===== config.mk =====
export PLATFORM = sky130hd
export DESIGN_NAME = pipeline_debug_ctrl
export DESIGN_NICKNAME = d
export VERILOG_FILES = /design/src/rtl/pipeline_debug_ctrl.sv
export SDC_FILE = /design/constraint.sdc
export NUM_CORES = 1
export LEC_CHECK = 0
export CORE_UTILIZATION = 47
export CTS_BUF_LIST = sky130_fd_sc_hd__clkbuf_16
export CTS_CLUSTER_DIAMETER = 80
export CTS_CLUSTER_SIZE = 28
export DETAILED_ROUTE_END_ITERATION = 10
export PLACE_DENSITY = 0.86
export SKIP_CTS_REPAIR_TIMING = 1
export SYNTH_ARGS = -nofsm -noshare
export SYNTH_HDL_FRONTEND = slang
export SYNTH_SLANG_ARGS = --single-unit
export TNS_END_PERCENT = 50

===== constraint.sdc =====
create_clock -name clk -period 2.1 [get_ports clk]
set_input_delay 0.63 -clock clk [delete_from_list [all_inputs] [get_ports clk]]
set_output_delay 0.63 -clock clk [all_outputs]
set_load 0.005 [all_outputs]

===== src/rtl/pipeline_debug_ctrl.sv =====
// Debug controller for a pipelined CPU: receives a byte command stream, loads
// instruction words into the pipeline's instruction memory, and runs or single-steps it.
module pipeline_debug_ctrl #(
  parameter int NB_DATA   = 32,
  parameter int NB_CYCLES = 32
) (
  input  logic                 clk,
  input  logic                 i_rst,
  input  logic                 i_rx_valid,
  input  logic [7:0]           i_rx_data,
  output logic                 o_rx_ready,
  input  logic                 i_program_end,
  output logic                 o_we_IF,
  output logic [NB_DATA-1:0]   o_instruction_data,
  output logic                 o_halt,
  output logic                 o_pipe_rst,
  output logic                 o_done,
  output logic                 o_cmd_err,
  output logic [NB_CYCLES-1:0] o_cycle_count
);

  localparam int NB_BYTES = NB_DATA / 8;
  localparam int IDX_W    = (NB_BYTES > 1) ? $clog2(NB_BYTES) : 1;

  localparam logic [7:0] CMD_LOAD     = 8'h4C;
  localparam logic [7:0] CMD_CONTINUE = 8'h43;
  localparam logic [7:0] CMD_STEP     = 8'h53;
  localparam logic [7:0] CMD_RESET    = 8'h52;

  typedef enum logic [2:0] {
    IDLE, LOAD_CNT, LOAD_BYTE, WRITE, RUN, STEP, DONE
  } state_t;

  state_t               state, next_state;
  logic                 accept, cmd_phase, load_accept, last_byte, known_cmd;
  logic                 rx_ready_d, we_d, halt_d, done_d, pipe_rst_d, cmd_err_d;
  logic [7:0]           word_cnt;
  logic [IDX_W-1:0]     byte_idx;
  logic [NB_DATA-1:0]   asm_next;

  assign accept      = i_rx_valid && o_rx_ready;
  assign cmd_phase   = (state == IDLE) || (state == DONE);
  assign load_accept = (state == LOAD_BYTE) && accept;
  assign last_byte   = (byte_idx == IDX_W'(NB_BYTES - 1));
  assign known_cmd   = i_rx_data inside {CMD_LOAD, CMD_CONTINUE, CMD_STEP, CMD_RESET};

  // Only the leading bytes of a word need storage; the final byte comes straight off the bus.
  if (NB_BYTES > 1) begin : g_multi
    logic [NB_DATA-9:0] head;
    always_ff @(posedge clk) begin
      if (i_rst)            head <= '0;
      else if (load_accept) head <= asm_next[NB_DATA-9:0];
    end
    assign asm_next = {head, i_rx_data};
  end else begin : g_single
    assign asm_next = i_rx_data;
  end

  // State register; every output is registered from the decoded next state.
  always_ff @(posedge clk) begin
    if (i_rst) begin
      state      <= IDLE;
      o_rx_ready <= 1'b0;
      o_we_IF    <= 1'b0;
      o_halt     <= 1'b1;
      o_pipe_rst <= 1'b0;
      o_done     <= 1'b0;
      o_cmd_err  <= 1'b0;
    end else begin
      // NOTE: non-blocking assignments so every register samples pre-edge values.
      state      <= next_state;
      o_rx_ready <= rx_ready_d;
      o_we_IF    <= we_d;
      o_halt     <= halt_d;
      o_pipe_rst <= pipe_rst_d;
      o_done     <= done_d;
      o_cmd_err  <= cmd_err_d;
    end
  end

  always_comb begin
    // NOTE: default first so no path through the case leaves next_state unassigned (no latch).
    next_state = state;
    unique case (state)
      IDLE, DONE: begin
        if (accept) begin
          unique case (i_rx_data)
            CMD_LOAD:     next_state = LOAD_CNT;
            CMD_CONTINUE: next_state = RUN;
            CMD_STEP:     next_state = STEP;
            default:      next_state = IDLE;
          endcase
        end
      end
      LOAD_CNT:  if (accept) next_state = (i_rx_data == 8'd0) ? IDLE : LOAD_BYTE;
      LOAD_BYTE: if (accept && last_byte) next_state = WRITE;
      WRITE:     next_state = (word_cnt > 8'd1) ? LOAD_BYTE : IDLE;
      RUN:       if (i_program_end) next_state = DONE;
      STEP:      next_state = i_program_end ? DONE : IDLE;
      default:   next_state = IDLE;
    endcase
  end

  always_comb begin
    rx_ready_d = next_state inside {IDLE, LOAD_CNT, LOAD_BYTE, DONE};
    we_d       = (next_state == WRITE);
    halt_d     = !(next_state inside {RUN, STEP});
    done_d     = (next_state == DONE);
    pipe_rst_d = cmd_phase && accept && (i_rx_data == CMD_RESET);
    cmd_err_d  = cmd_phase && accept && !known_cmd;
  end

  always_ff @(posedge clk) begin
    if (i_rst) begin
      word_cnt           <= '0;
      byte_idx           <= '0;
      o_instruction_data <= '0;
      o_cycle_count      <= '0;
    end else begin
      if ((state == LOAD_CNT) && accept) begin
        word_cnt <= i_rx_data;
        byte_idx <= '0;
      end
      if (load_accept) begin
        byte_idx <= last_byte ? '0 : byte_idx + 1'b1;
        if (last_byte) o_instruction_data <= asm_next;
      end
      if (state == WRITE) word_cnt <= word_cnt - 8'd1;

      if (pipe_rst_d)
        o_cycle_count <= '0;
      else if (!o_halt && (o_cycle_count != '1))
        o_cycle_count <= o_cycle_count + 1'b1;
    end
  end

endmodule


# Yosys cells after proc, flatten, opt, wreduce, memory -nomap -nowiden

Index checks and enable logic that the tools add are counted.

Bits in registers: 107
Input bits: 12
Output and inout port bits: 70

Add/subtract/negate cells: 3
Magnitude comparators: 1
Equal/unequal tests: 18
Mux-type cells: 14
Reduce and logical (&&, ||, !) cells: 23

Operators by type and width:

| operator              | count |
|---|---|
| $add 32x1->32 const B | 1 |
| $eq 8x7->1 const B    | 4 |
| $ne 32x32->1 const B  | 1 |
| $eq 3x3->1 const B    | 6 |
| $pmux 3 s6            | 1 |
| $mux 8                | 2 |
| $mux 3                | 5 |
| $eq 3x2->1 const B    | 4 |
| $mux 2                | 5 |
| $pmux 3 s3            | 1 |
| $gt 8x1->1 const B    | 1 |
| $logic_and 1x1->1     | 8 |
| $logic_not 8->1       | 1 |
| $reduce_bool 4->1     | 2 |
| $sub 8x1->8 const B   | 1 |
| $eq 3x1->1 const B    | 2 |
| $logic_not 3->1       | 2 |
| $reduce_bool 2->1     | 3 |
| $reduce_or 2->1       | 2 |
| $logic_not 1->1       | 3 |
| $add 2x1->2 const B   | 1 |
| $eq 2x2->1 const B    | 1 |
| $reduce_and 2->1      | 1 |
| $logic_or 1x1->1      | 1 |

# Depth between registers and ports, before layout

Word-level depth: 7
Gate-level depth with buffers: 8

# Worst setup path after synthesis

Ideal clock, no wire load.

Kind: input to register
Start: input i_rx_data[0]
End: register o_done
Data arrival time: 2.048 ns
Data required time: 1.971 ns
Slack: -0.076 ns
Stages on the path: 6
Path buffers: 1
Path through: clkbuf_1 -> or4_1 -> or3_1 -> o22ai_1 -> a31oi_1 -> nor3b_1

Longest elaborated chain between the ends: 5

RTL lines:

| element                                              | line   | source |
|---|---|---|
| start, declared                                      | 10     | `input logic [7:0] i_rx_data,` |
| $eq 8x7->1 / $logic_not 8->1 (equally long branches) | 87, 95 |  |
| $pmux 3 s3 / $mux 2 (equally long branches)          | 87, 95 |  |
| $mux 3 (on tied branches)                            | 86, 95 |  |
| $pmux 3 s6 (*)                                       | 84     | `unique case (state)` |
| $eq 3x3->1 (*)                                       | 108    | `done_d = (next_state == DONE);` |
| end signal, assigned                                 | 76     | `o_done <= done_d;` |
| end, declared                                        | 17     | `output logic o_done,` |

Every way passes the cells marked *; elsewhere a longest branch is shown, timed or not.
A chain may end at the register's enable or synchronous reset.

# Worst setup path after layout

Start: input i_rx_data[3]
End: register state[0]

Longest elaborated chain between the ends: 4

RTL lines:

| element              | line | source |
|---|---|---|
| $eq 8x7->1           | 87   | `unique case (i_rx_data)` |
| $pmux 3 s3 (*)       | 87   |  |
| $mux 3 (*)           | 86   | `if (accept) begin` |
| $pmux 3 s6 (*)       | 84   |  |
| end signal, assigned | 71   | `state <= next_state;` |
| end, declared        | 34   | `state_t state, next_state;` |

Marks and branches as above.

==> results.sh <==
export IMPL_outcome="finished, final reports clean"
export IMPL_wl_met2_mm=6.62
export IMPL_ys_warnings_count=0
export IMPL_numClockSinks=107
export IMPL_cts_htree_levels=3
export IMPL_power_frac_seq_pct=51.6
export IMPL_wire_per_inst_um=15.8
export IMPL_cpMaxStageDelayCell="clkdlybuf4s50_1"
export IMPL_cp_data_arrival_time_ns=2.35
export IMPL_coreArea_um2=9280
export IMPL_track_usage_pct=25.3
export IMPL_hold_path_class="reg2reg"
export IMPL_die_area_um2=10100
export IMPL_numCtsBuffers=9
export IMPL_grt_overflow_total=0
export IMPL_avgSynthCellArea_um2=8.01
export IMPL_grt_pass1_vias=4413
export IMPL_top_layer="met4"
export IMPL_critical_path_max_stage_delay_ns=0.52
export IMPL_yosys_cell_types_count=51
export IMPL_netSwitchingPower_uw=891
export IMPL_yosys_area_top_type="dfxtp_1"
export IMPL_synth_top_flop_cell="dfxtp_1"
export IMPL_cp_end_kind="flop"
export IMPL_antenna_found_initial=0
export IMPL_grt_pass1_wl_mm=20.3
export IMPL_ys_ff_latch=107
export IMPL_wl_met3_um=884
export IMPL_clk_pin_slew_ns=0.08
export IMPL_hpwl_mm=8.76
export IMPL_fin_ws_ns=0.00794
export IMPL_wl_met1_mm=5.14
export IMPL_path_cells="clkdlybuf4s50_1, buf_6, nand3_1, or3_4, o22ai_4, a31oi_4, a311oi_2"
export IMPL_via_per_inst=5.72
export IMPL_syn_nets=583
export IMPL_timing_critical_path_buf_inv=2
export IMPL_rsz0062_at_grt="true"
export IMPL_place_congestion=0.909
export IMPL_grt_max_degree=58
export IMPL_synth_area_um2=4540
export IMPL_port_buffers=81
export IMPL_drv_cap=0
export IMPL_fin_skew_ns=0.00961
export IMPL_cp_top_family="buffers and inverters"
export IMPL_p_comb_share_pct=3.2
export IMPL_vdd_drop_max_uv=334
export IMPL_rows=35
export IMPL_dr_total_vias=4678
export IMPL_die_y_um=100
export IMPL_internal_power_uw=3040
export IMPL_relSlewSlack_pct=63.0
export IMPL_min_period_ns=2.09
export IMPL_antenna_cells=0
export IMPL_report_final_slew_viol_count=0
export IMPL_remaining_drc_errors=0
export IMPL_start_kind="input pin"
export IMPL_ios=82
export IMPL_worst_pin_slew_ns=0.555
export IMPL_worst_setup_path_type="in2reg"
export IMPL_syn_to_final_growth_pct=38.6
export IMPL_netlist_instances=567
export IMPL_cts_max_path_buffers=2
export IMPL_final_util_pct=67.8
export IMPL_drive_gt1_share_pct=14.1
export IMPL_synth_edf_count=0
export IMPL_synth_top_cells_by_area="dfxtp_1 (47%), nand2_1 (11%), a21oi_1 (8.9%)"
export IMPL_yosysTopAreaCellShare_pct=47.1
export IMPL_die_w_um=100
export IMPL_finalPower_uw=3930
export IMPL_seq_area_frac_synth_pct=47.1
export IMPL_routed_wl_mm=12.9
export IMPL_cp_max_fo=5
export IMPL_async_flop_share_pct=0
export IMPL_clock_root_buffer="clkbuf_16"
export IMPL_leakage_uw=0.00222
export IMPL_fmax_mhz=478
export IMPL_dp_slack_ns=-0.497
export IMPL_nets=700
export IMPL_p_clk_share_pct=45.2
export IMPL_worstSkewPairLatency_ns=0.35
export IMPL_swShare_pct=22.7
export IMPL_setup_viol=0
export IMPL_dr_pass1_iters=5
export IMPL_required_ns=2.36
export IMPL_ant_nets=0
export IMPL_postPlaceCellArea_um2=5860
export IMPL_start_util_pct=48.9
export IMPL_post_route_period_util_pct=99.6
export IMPL_hold_viol=0
export IMPL_powerDensity_nw_per_um2=624
export IMPL_cts_tree="yes"
export IMPL_drt_iter0_drc=280
export IMPL_postLayoutCellArea_um2=6290
==> power by group through the flow <==
| stage | Sequential [µW] | Combinational [µW] | Clock, µW |
|---|---|---|---|
| 3_5_place_dp | 2080 | 114 | 0 |
| 4_1_cts | 2030 | 115 | 1780 |
| 2_1_floorplan | 2080 | 41.7 | 0 |
| 5_1_grt | 2030 | 132 | 1880 |
| 6_report | 2030 | 124 | 1780 |
| 3_3_place_gp | 2080 | 113 | 0 |
==> worst paths after layout <==
path	start	slack, ns	cells after the start	to
max	i_rx_data[3]	0.008	7	state[0]
max reg2reg	word_cnt[2]	0.07	4	o_halt
min reg2reg	o_instruction_data[18]	0.45	2	o_instruction_data[18]
min	o_instruction_data[18]	0.45	2	o_instruction_data[18]
==> worst reg2reg max path: cells and delay by family (launching register included) <==
family	cells	cell delay, ns
compound gates	1	0.19
flops	1	0.37
simple gates	3	1.34
==> placed cells by master, fill, tap and decap left out, types with 9 or more instances in the layout <==
cell,count
dfxtp_1,103
a21oi_1,81
clkbuf_16,9
nor2_1,26
inv_1,9
buf_4,51
or3_1,15
nor3_1,13
nand4_1,10
nand2_1,137
nand3_1,15
clkdlybuf4s50_1,76
==> cells in the mapped netlist (7+ instances only) <==
| cell | count |
|---|---|
| or4_1 | 8 |
| nand4_1 | 10 |
| nor2_1 | 26 |
| o21ai_0 | 8 |
| nand2_1 | 137 |
| or3_1 | 18 |
| dfxtp_1 | 107 |
| xor2_1 | 7 |
| a31oi_1 | 7 |
| xnor2_1 | 8 |
| a21oi_1 | 81 |
| clkbuf_1 | 27 |
| nor3_1 | 14 |
| nand3_1 | 15 |
| inv_1 | 9 |
| and3_1 | 8 |
==> layer usage <==
metal	GRT usage [%]	up-vias
met5	0	-
met4	8.92	0
met3	5.36	23
met2	43.5	219
met1	31.2	2215
li1	-	2221
==> final cells by class <==
type | instances | area, µm²
clock inverter | 7 | 95.1
timing repair buffer | 137 | 1290
clock buffer | 9 | 225
inverter | 9 | 33.8
sequential | 107 | 2150
tap | 129 | 161
fill | 711 | 2990
multi-input combinational | 420 | 2340
==> sequential cells by signal (all words and copies together), names as in the netlist <==
register / count
o_halt: 1
byte_idx: 2
o_done: 1
o_pipe_rst: 1
o_cmd_err: 1
o_cycle_count: 32
g_multi.head: 24
o_rx_ready: 1
o_we_IF: 1
state: 3
o_instruction_data: 32
word_cnt: 8
==> per-stage QoR <==
step	setup TNS, ns	instances	hold slack, ns
floorplan	0	567	0.432
global placement	-18.68	802	0.438
detailed placement	-22.63	802	0.446
CTS	-1.50	818	0.456
global route	-0.0532	818	0.474
finish	0	818	0.455
==> cells by family after synthesis <==
| family | after synthesis | share of synthesized area, % |
|---|---|---|
| adder cells (fa/ha/maj) | 4 | 1.10 |
| AO/OA/AOI/OAI | 125 | 15.6 |
| XOR/XNOR | 15 | 2.89 |
| AND/OR/NAND/NOR | 274 | 29.4 |
| buffers and inverters | 40 | 3.33 |
| multiplexers | 2 | 0.441 |
| flip-flops | 107 | 47.1 |
No activity file was read; power rests on OpenSTA's default activity.
